### src/rtl/sa_output_drain.sv
// Output drain for sa_matmul: deskews the column-skewed psum stream, narrows each column and writes one row per word.
// Optional feature macro SA_DRAIN_SAT_EN selects signed saturation instead of two's-complement truncation.
module sa_output_drain #(
  parameter int NUM_COLS      = 4,
  parameter int ADD_DATAWIDTH = 8,
  parameter int OUT_DATAWIDTH = 8,
  parameter int ADDR_WIDTH    = 8,
  parameter int CNT_WIDTH     = 8
) (
  input  logic                              clk,
  input  logic                              rst,
  input  logic                              i_start,
  input  logic [CNT_WIDTH-1:0]              i_num_rows,
  input  logic [ADDR_WIDTH-1:0]             i_base_addr,
  input  logic                              i_valid,
  input  logic [NUM_COLS*ADD_DATAWIDTH-1:0] i_psum,
  output logic                              o_wr_en,
  output logic [ADDR_WIDTH-1:0]             o_wr_addr,
  output logic [NUM_COLS*OUT_DATAWIDTH-1:0] o_wr_data,
  output logic                              o_busy,
  output logic                              o_done,
  output logic                              o_overflow
);

  typedef enum logic [1:0] {IDLE, COLLECT, FLUSH, DONE} state_t;

  state_t                            state_q, state_d;
  logic [CNT_WIDTH-1:0]              num_q, num_d;
  logic [CNT_WIDTH-1:0]              rows_in_q, rows_in_d;
  logic [CNT_WIDTH-1:0]              wr_cnt_q, wr_cnt_d;
  logic [ADDR_WIDTH-1:0]             addr_q, addr_d;
  logic                              ovf_q, ovf_d;
  logic                              accept;
  logic [NUM_COLS-2:0]               vld_q, vld_d;
  logic                              vld_out;
  logic                              wr_en_q;
  logic [ADDR_WIDTH-1:0]             wr_addr_q;
  logic [NUM_COLS*OUT_DATAWIDTH-1:0] wr_data_q, wr_data_d;
  logic signed [ADD_DATAWIDTH-1:0]   algn [NUM_COLS];

`ifdef SA_DRAIN_SAT_EN
  localparam logic signed [ADD_DATAWIDTH-1:0] SAT_MAX =
    {{(ADD_DATAWIDTH-OUT_DATAWIDTH+1){1'b0}}, {(OUT_DATAWIDTH-1){1'b1}}};
  localparam logic signed [ADD_DATAWIDTH-1:0] SAT_MIN =
    {{(ADD_DATAWIDTH-OUT_DATAWIDTH+1){1'b1}}, {(OUT_DATAWIDTH-1){1'b0}}};
`endif

  function automatic logic signed [OUT_DATAWIDTH-1:0] reduce(input logic signed [ADD_DATAWIDTH-1:0] x);
`ifdef SA_DRAIN_SAT_EN
    if (x > SAT_MAX)      reduce = SAT_MAX[OUT_DATAWIDTH-1:0];
    else if (x < SAT_MIN) reduce = SAT_MIN[OUT_DATAWIDTH-1:0];
    else                  reduce = x[OUT_DATAWIDTH-1:0];
`else
    reduce = x[OUT_DATAWIDTH-1:0];
`endif
  endfunction

  // Deskew: column c waits NUM_COLS-1-c cycles so every column lines up with the last one.
  for (genvar c = 0; c < NUM_COLS; c++) begin : g_col
    localparam int D = NUM_COLS - 1 - c;
    if (D == 0) begin : g_pass
      assign algn[c] = i_psum[c*ADD_DATAWIDTH +: ADD_DATAWIDTH];
    end else begin : g_dly
      logic signed [ADD_DATAWIDTH-1:0] sk_q [D];
      always_ff @(posedge clk) begin
        sk_q[0] <= i_psum[c*ADD_DATAWIDTH +: ADD_DATAWIDTH];
        for (int k = 1; k < D; k++) sk_q[k] <= sk_q[k-1];
      end
      assign algn[c] = sk_q[D-1];
    end
  end

  always_comb begin
    vld_d[0] = accept;
    for (int k = 1; k < NUM_COLS - 1; k++) vld_d[k] = vld_q[k-1];
  end

  assign vld_out = vld_q[NUM_COLS-2];

  always_comb begin
    wr_data_d = '0;
    for (int c = 0; c < NUM_COLS; c++) wr_data_d[c*OUT_DATAWIDTH +: OUT_DATAWIDTH] = reduce(algn[c]);
  end

  always_comb begin
    state_d   = state_q;
    num_d     = num_q;
    rows_in_d = rows_in_q;
    wr_cnt_d  = wr_cnt_q;
    addr_d    = addr_q;
    ovf_d     = ovf_q;
    accept    = 1'b0;
    if (wr_en_q) wr_cnt_d = wr_cnt_q + CNT_WIDTH'(1);
    if (vld_out) addr_d = addr_q + ADDR_WIDTH'(1);
    case (state_q)
      IDLE: begin
        if (i_start) begin
          if (i_num_rows == '0) begin
            state_d = DONE;
          end else begin
            num_d     = i_num_rows;
            rows_in_d = '0;
            wr_cnt_d  = '0;
            addr_d    = i_base_addr;
            ovf_d     = 1'b0;
            state_d   = COLLECT;
          end
        end
      end
      COLLECT: begin
        if (i_valid) begin
          accept    = 1'b1;
          rows_in_d = rows_in_q + CNT_WIDTH'(1);
          if (rows_in_q + CNT_WIDTH'(1) == num_q) state_d = FLUSH;
        end
      end
      FLUSH: begin
        if (i_valid) ovf_d = 1'b1;
        if (wr_en_q && (wr_cnt_q + CNT_WIDTH'(1) == num_q)) state_d = DONE;
      end
      DONE: state_d = IDLE;
      default: state_d = IDLE;
    endcase
  end

  // Output stage: registered write port, one row per cycle.
  always_ff @(posedge clk) begin
    if (rst) begin
      state_q   <= IDLE;
      num_q     <= '0;
      rows_in_q <= '0;
      wr_cnt_q  <= '0;
      addr_q    <= '0;
      ovf_q     <= 1'b0;
      vld_q     <= '0;
      wr_en_q   <= 1'b0;
      wr_addr_q <= '0;
      wr_data_q <= '0;
    end else begin
      state_q   <= state_d;
      num_q     <= num_d;
      rows_in_q <= rows_in_d;
      wr_cnt_q  <= wr_cnt_d;
      addr_q    <= addr_d;
      ovf_q     <= ovf_d;
      vld_q     <= vld_d;
      wr_en_q   <= vld_out;
      if (vld_out) begin
        wr_addr_q <= addr_q;
        wr_data_q <= wr_data_d;
      end
    end
  end

  assign o_wr_en    = wr_en_q;
  assign o_wr_addr  = wr_addr_q;
  assign o_wr_data  = wr_data_q;
  assign o_busy     = (state_q != IDLE);
  assign o_done     = (state_q == DONE);
  assign o_overflow = ovf_q;

endmodule
### config.mk
export PLATFORM = sky130hd
export DESIGN_NAME = sa_output_drain
export DESIGN_NICKNAME = d
export VERILOG_FILES = /design/src/rtl/sa_output_drain.sv
export SDC_FILE = /design/constraint.sdc
export NUM_CORES = 1
export LEC_CHECK = 0
export ABC_AREA = 1
export BUFFER_PORTS_ARGS = -buffer_cell sky130_fd_sc_hd__buf_4
export CORE_ASPECT_RATIO = 1.25
export CORE_MARGIN = 10
export CORE_UTILIZATION = 40
export CTS_BUF_LIST = sky130_fd_sc_hd__clkbuf_16
export DETAILED_ROUTE_END_ITERATION = 8
export PLACE_DENSITY_LB_ADDON = 0.2
export SLEW_MARGIN = 20
export SYNTH_ARGS = -nofsm -noshare
export SYNTH_HDL_FRONTEND = slang
export SYNTH_SLANG_ARGS = --single-unit
### constraint.sdc
create_clock -name clk -period 2.1 [get_ports clk]
set_input_delay 0.21 -clock clk [delete_from_list [all_inputs] [get_ports clk]]
set_output_delay 0.21 -clock clk [all_outputs]
set_load 0.01 [all_outputs]
---- Word level (Yosys, flattened, before mapping) ----
Memory sizes are Yosys's and may differ from the RTL's. A register that Yosys moved wholly into a read port is not among the register bits.
Index checks and enable logic that the tools add are counted.
cells by class
  add/subtract/negate cells ............... 3
  multiply operators ...................... 0
  div/mod/pow operators ................... 0
  magnitude comparators ................... 0
  equality and inequality tests ........... 11
  shifts and indexed selects .............. 0
  muxes and demuxes ....................... 23
  bitwise logic cells ..................... 2
  reduce and logical (&&, ||, !) cells .... 11
operators by type and width
  kind                                                  number
  two-way mux 8 bit                                     11
  adder 8 x 1 -> 8 bit (second input constant)          3
  equality test 8 bit                                   2
  case mux 8 bit (2 select lines)                       1
  inequality test 2 bit (second input constant)         6
  AND reduction 4 bit                                   3
  two-way mux 2 bit                                     5
  zero test 8 bit                                       1
  case mux 2 bit (4 select lines)                       1
  nonzero test 2 bit                                    3
  equality test 2 bit (second input constant)           2
  two-way mux 1 bit                                     4
  AND reduction 3 bit                                   1
  equality test 2 x 1 -> 1 bit (second input constant)  1
  zero test 2 bit                                       1
  inverter 1 bit                                        2
  case mux 1 bit (2 select lines)                       1
  OR reduction 2 bit                                    1
  logical AND 1 bit                                     1
storage, ports and cells
  register bits ........................... 79
  latch bits .............................. 0
  bits in writable memories ............... 48
  bits in read-only memories .............. 0
  output and inout bits ................... 44
  logic and storage cells ................. 64
  memories ................................ 3
memory list
  name                 words  width  rd ports  clocked after memory_dff  wr ports  RTL line  source
  g_col[0].g_dly.sk_q  3      8      3         1                         3         64        logic signed [ADD_DATAWIDTH-1:0] sk_q [D];
  g_col[1].g_dly.sk_q  2      8      2         1                         2         64
  g_col[2].g_dly.sk_q  1      8      1         1                         1         64

---- Logic depth before layout (Yosys ltp) ----
  word-level depth ........................ 5
  depth in mapped cells ................... 15

---- Worst setup path after synthesis ----
OpenSTA, ideal clock, no wires.
  path kind ............................... reg-to-reg
  start point ............................. reg state_q[0]
  end point ............................... reg rows_in_q[0]
  setup time .............................. 0.086 ns
  arrival ................................. 1.512 ns
  setup slack ............................. 0.502 ns
  cell stages (with the launch flop) ...... 12
  clock period less this slack ............ 1.598 ns
  path through ............................ dfxtp_1 -> inv_1 -> ha_1 -> inv_2 -> or2_1 -> nand2_1 -> inv_2 -> nand3_2 -> inv_2 -> a21oi_4 -> nor2_1 -> a211oi_1
between the ends
  longest elaborated chain between the ends .. 3
  elaborated cells on any way between the ends .. 8
  those cells by class .................... eq/ne: 4; mux: 1; reduce/logical: 3
RTL lines
  item                                                                   RTL line  source
  start, declared                                                        27        state_t state_q, state_d;
  start signal, assigned                                                 140       state_q <= state_d;
  equality test 2 x 1 -> 1 bit or zero test 2 bit (tied branches)        95        case (state_q)
  inequality test 2 bit (no line) or nonzero test 2 bit (tied branches)  n/a
  AND reduction 4 bit (no line)                                          n/a
  end signal, assigned                                                   142       rows_in_q <= rows_in_d;
  end, declared                                                          29        logic [CNT_WIDTH-1:0] rows_in_q, rows_in_d;
Parallel ways exist; a longest one is shown, timed or not.
A chain may end at the register's enable or synchronous reset.

---- Worst setup path after layout ----
  start point ............................. reg state_q[1]
  end point ............................... reg rows_in_q[0]
Same word-level chain as after synthesis.

==> results.sh <==
export IMPL_dp_cells=774
export IMPL_max_slew_margin_pct=72.0
export IMPL_syn_to_final_growth_pct=38.4
export IMPL_power_switching_w=0.00190
export IMPL_cpMostUsedCell="inv_2"
export IMPL_numPortBuffers=95
export IMPL_grt_overflow=0
export IMPL_critPathRequiredTime_ns=2.43
export IMPL_critical_path_arrival_ns=2.11
export IMPL_status="complete, no violations"
export IMPL_final_area_sq_um=6320
export IMPL_cts_tree="yes"
export IMPL_pre_cts_ws_ns=0.330
export IMPL_slowest_stage="dfxtp_1"
export IMPL_power_density_nw_per_um2=1070
export IMPL_cp_end_kind="flop"
export IMPL_clockRootBuffer="clkbuf_16"
export IMPL_ctsHtreeMaxLevel=4
export IMPL_ys_seq_area_share_pct=55.7
export IMPL_drv_slew=0
export IMPL_start_util_pct=41.0
export IMPL_numCtsBuffers=17
export IMPL_vias_per_cell=4.81
export IMPL_drtAntennaViolNets=0
export IMPL_leakagePower_nw=2.83
export IMPL_final_setup_tns_ns=0
export IMPL_synthDistinctLibCells=30
export IMPL_drc=0
export IMPL_max_freq_mhz=563
export IMPL_crit_chain="inv_1 -> ha_1 -> inv_2 -> or2_1 -> nand2_1 -> inv_2 -> nand3_2 -> inv_2 -> a21oi_4 -> nor2_1 -> a211oi_1"
export IMPL_yosys_warnings=0
export IMPL_post_cts_setup_buffers=0
export IMPL_critPathKind="reg -> reg"
export IMPL_cp_top_family="simple AND/OR/NAND/NOR gates"
export IMPL_grt_max_degree=40
export IMPL_period_share_pct=84.6
export IMPL_layout_drive_gt1_share_pct=23.7
export IMPL_ir_drop_mv=0.611
export IMPL_grt_pass1_wl_microns=19400
export IMPL_start_kind="flop"
export IMPL_switching_share_pct=28.2
export IMPL_wirelength_microns=11500
export IMPL_first_pass_iters=5
export IMPL_clockBufferDepth=2
export IMPL_rsz0062_at_grt="false"
export IMPL_intPower_w=0.00484
export IMPL_setup_ws_ns=0.324
export IMPL_fp_row_count=43
export IMPL_core_area_sq_um=11100
export IMPL_seqPwrFrac_pct=40.6
export IMPL_wl_per_cell_microns=13.8
export IMPL_critPathBufInv=4
export IMPL_clock_latency_ns=0.41
export IMPL_antennaDiodeCount=0
export IMPL_syn_avg_cell_area_sq_um=8.29
export IMPL_final_cells=830
export IMPL_clockPowerShare_pct=45.0
export IMPL_cp_max_fo=8
export IMPL_setup_viol_count_final=0
export IMPL_hold_viol_final=0
export IMPL_fp_dieW_microns=116
export IMPL_die_h_microns=139
export IMPL_r2r_slack_ns=0.32
export IMPL_synth_area_sq_um=4570
export IMPL_dieArea_sq_um=16100
export IMPL_synthCells=551
export IMPL_p_comb_share_pct=14.4
export IMPL_vias=3995
export IMPL_clock_skew_ns=0.00749
export IMPL_synth_nets=610
export IMPL_gp_congestion=0.936
export IMPL_antenna_found_initial=0
export IMPL_grt_pass1_vias=4111
export IMPL_cts_num_sinks=127
export IMPL_tightest_slew_ns=0.418
export IMPL_grt_total_usage_pct=14.9
export IMPL_nets=741
export IMPL_io_pins=96
export IMPL_dp_hpwl_microns=8160
export IMPL_drt_iter0_markers=184
export IMPL_fin_crit_ns=1.78
export IMPL_slowest_delay_ns=0.33
export IMPL_ys_ff_latch=127
export IMPL_postPlaceCellArea_sq_um=5470
export IMPL_clk_pin_slew_ns=0.06
export IMPL_fill_cells=972
export IMPL_hp_class="in -> reg"
export IMPL_cts_resized=0
export IMPL_maxCapViolCount=0
==> layout make-up <==
type                       instances  area (sq um)  share of cell area [%]
clock inverter                    15           190                    3.01
inverter                          43           161                    2.55
timing repair buffer             131          1040                    16.5
clock buffer                      17           425                    6.73
sequential                       127          2540                    40.2
multi-input combinational        362          1790                    28.3
tap                              135           169                    2.67
==> cells in the final DEF (no fill, tap or decap), drive strengths merged, types with 17 or more instances in the layout <==
cell and n:
inv 51, nand2 86, dlygate4sd3 24, a21oi 31, buf 107, nor2 114
clkbuf 17, nand3 39, dfxtp 127, o21ai 53
==> power by group through the flow <==
| stage | clock [W] | sequential, W | combinational (W) |
|---|---|---|---|
| 6_report | 0.00303 | 0.00274 | 0.000971 |
| 5_1_grt | 0.00319 | 0.00276 | 0.00111 |
| 4_1_cts | 0.00309 | 0.00274 | 0.000977 |
| 3_5_place_dp | 0 | 0.00279 | 0.000935 |
| 3_3_place_gp | 0 | 0.00279 | 0.000919 |
| 2_1_floorplan | 0 | 0.00277 | 0.000589 |
==> what timing repair did <==
action,CTS,global route
hold endpoints to repair,24,0
endpoints found under the setup margin,0,0
hold buffers,24,0
==> cell usage after synthesis (all sizes together) <==
| cell type | instances | area [sq um] |
|---|---|---|
| dfxtp | 127 | 2540 |
| nor2 | 114 | 463 |
| nand2 | 86 | 340 |
| o21ai | 53 | 265 |
| inv | 41 | 154 |
| nand3 | 39 | 220 |
| a21oi | 31 | 166 |
| clkbuf | 17 | 63.8 |
| a211oi | 7 | 52.6 |
| ha | 7 | 87.6 |
| xor2 | 6 | 52.6 |
| nand4 | 4 | 25.0 |
| xnor2 | 4 | 35.0 |
| buf | 2 | 10.0 |
| clkinv | 2 | 7.51 |
| nand3b | 2 | 15.0 |
| nor3 | 2 | 10.0 |
| o21bai | 2 | 15.0 |
| a21boi | 1 | 7.51 |
| a311oi | 1 | 8.76 |
| o221a | 1 | 11.3 |
| o32ai | 1 | 8.76 |
| or2 | 1 | 6.26 |
==> cells by family (layout without fill, tap and decap cells) <==
family                   after synthesis  count (layout)  synth area share, %
AO/OA/AOI/OAI                         97              97                 11.7
XOR/XNOR                              10              10                 1.92
buffers and inverters                 62             206                 5.15
adder cells (fa/ha/maj)                7               7                 1.92
flip-flops                           127             127                 55.7
AND/OR/NAND/NOR                      248             248                 23.6
==> worst min-delay path: stages <==
cell    delay, ns
buf_4        0.08
nor2_1       0.03
nor2_1       0.08
==> final timing paths <==
path	from	endpoint	cells after the start
worst max register to register	state_q[1]$_SDFFE_PP0P_	rows_in_q[0]$_SDFFE_PP0P_	11
worst min register to register	g_col[0].g_dly.sk_q[0][2]$_DFF_P_	g_col[0].g_dly.sk_q[1][2]$_DFF_P_	0
worst max-delay path	state_q[1]$_SDFFE_PP0P_	rows_in_q[0]$_SDFFE_PP0P_	11
worst min-delay path	i_psum[31]	o_wr_data[31]$_SDFFE_PP0P_	3
==> registers in the layout (all words and copies together), names as in the netlist <==
| register | count |
|---|---|
| g_col.g_dly.sk_q | 48 |
| o_wr_data | 32 |
| addr_q | 8 |
| num_q | 8 |
| o_wr_addr | 8 |
| rows_in_q | 8 |
| wr_cnt_q | 8 |
| vld_q | 3 |
| state_q | 2 |
| o_overflow | 1 |
| o_wr_en | 1 |
==> layer usage <==
metal	global-route usage, %	part of all wire (%)	up-vias
met5	0	0	-
met4	7.15	2.4	0
met3	6.45	8.7	23
met2	23.7	48	116
met1	16.5	41	1805
li1	-	-	2051
==> metrics by stage <==
stage          power (W)  util, %  hold WS, ns
4_1_cts          0.00681     56.8      0.00517
3_5_place_dp     0.00373     49.1        0.312
6_report         0.00675     56.8       0.0178
2_1_floorplan    0.00336        -        0.238
3_3_place_gp     0.00370     49.1        0.310
5_1_grt          0.00706     56.8       0.0149
(Power assumes the default switching activity.)
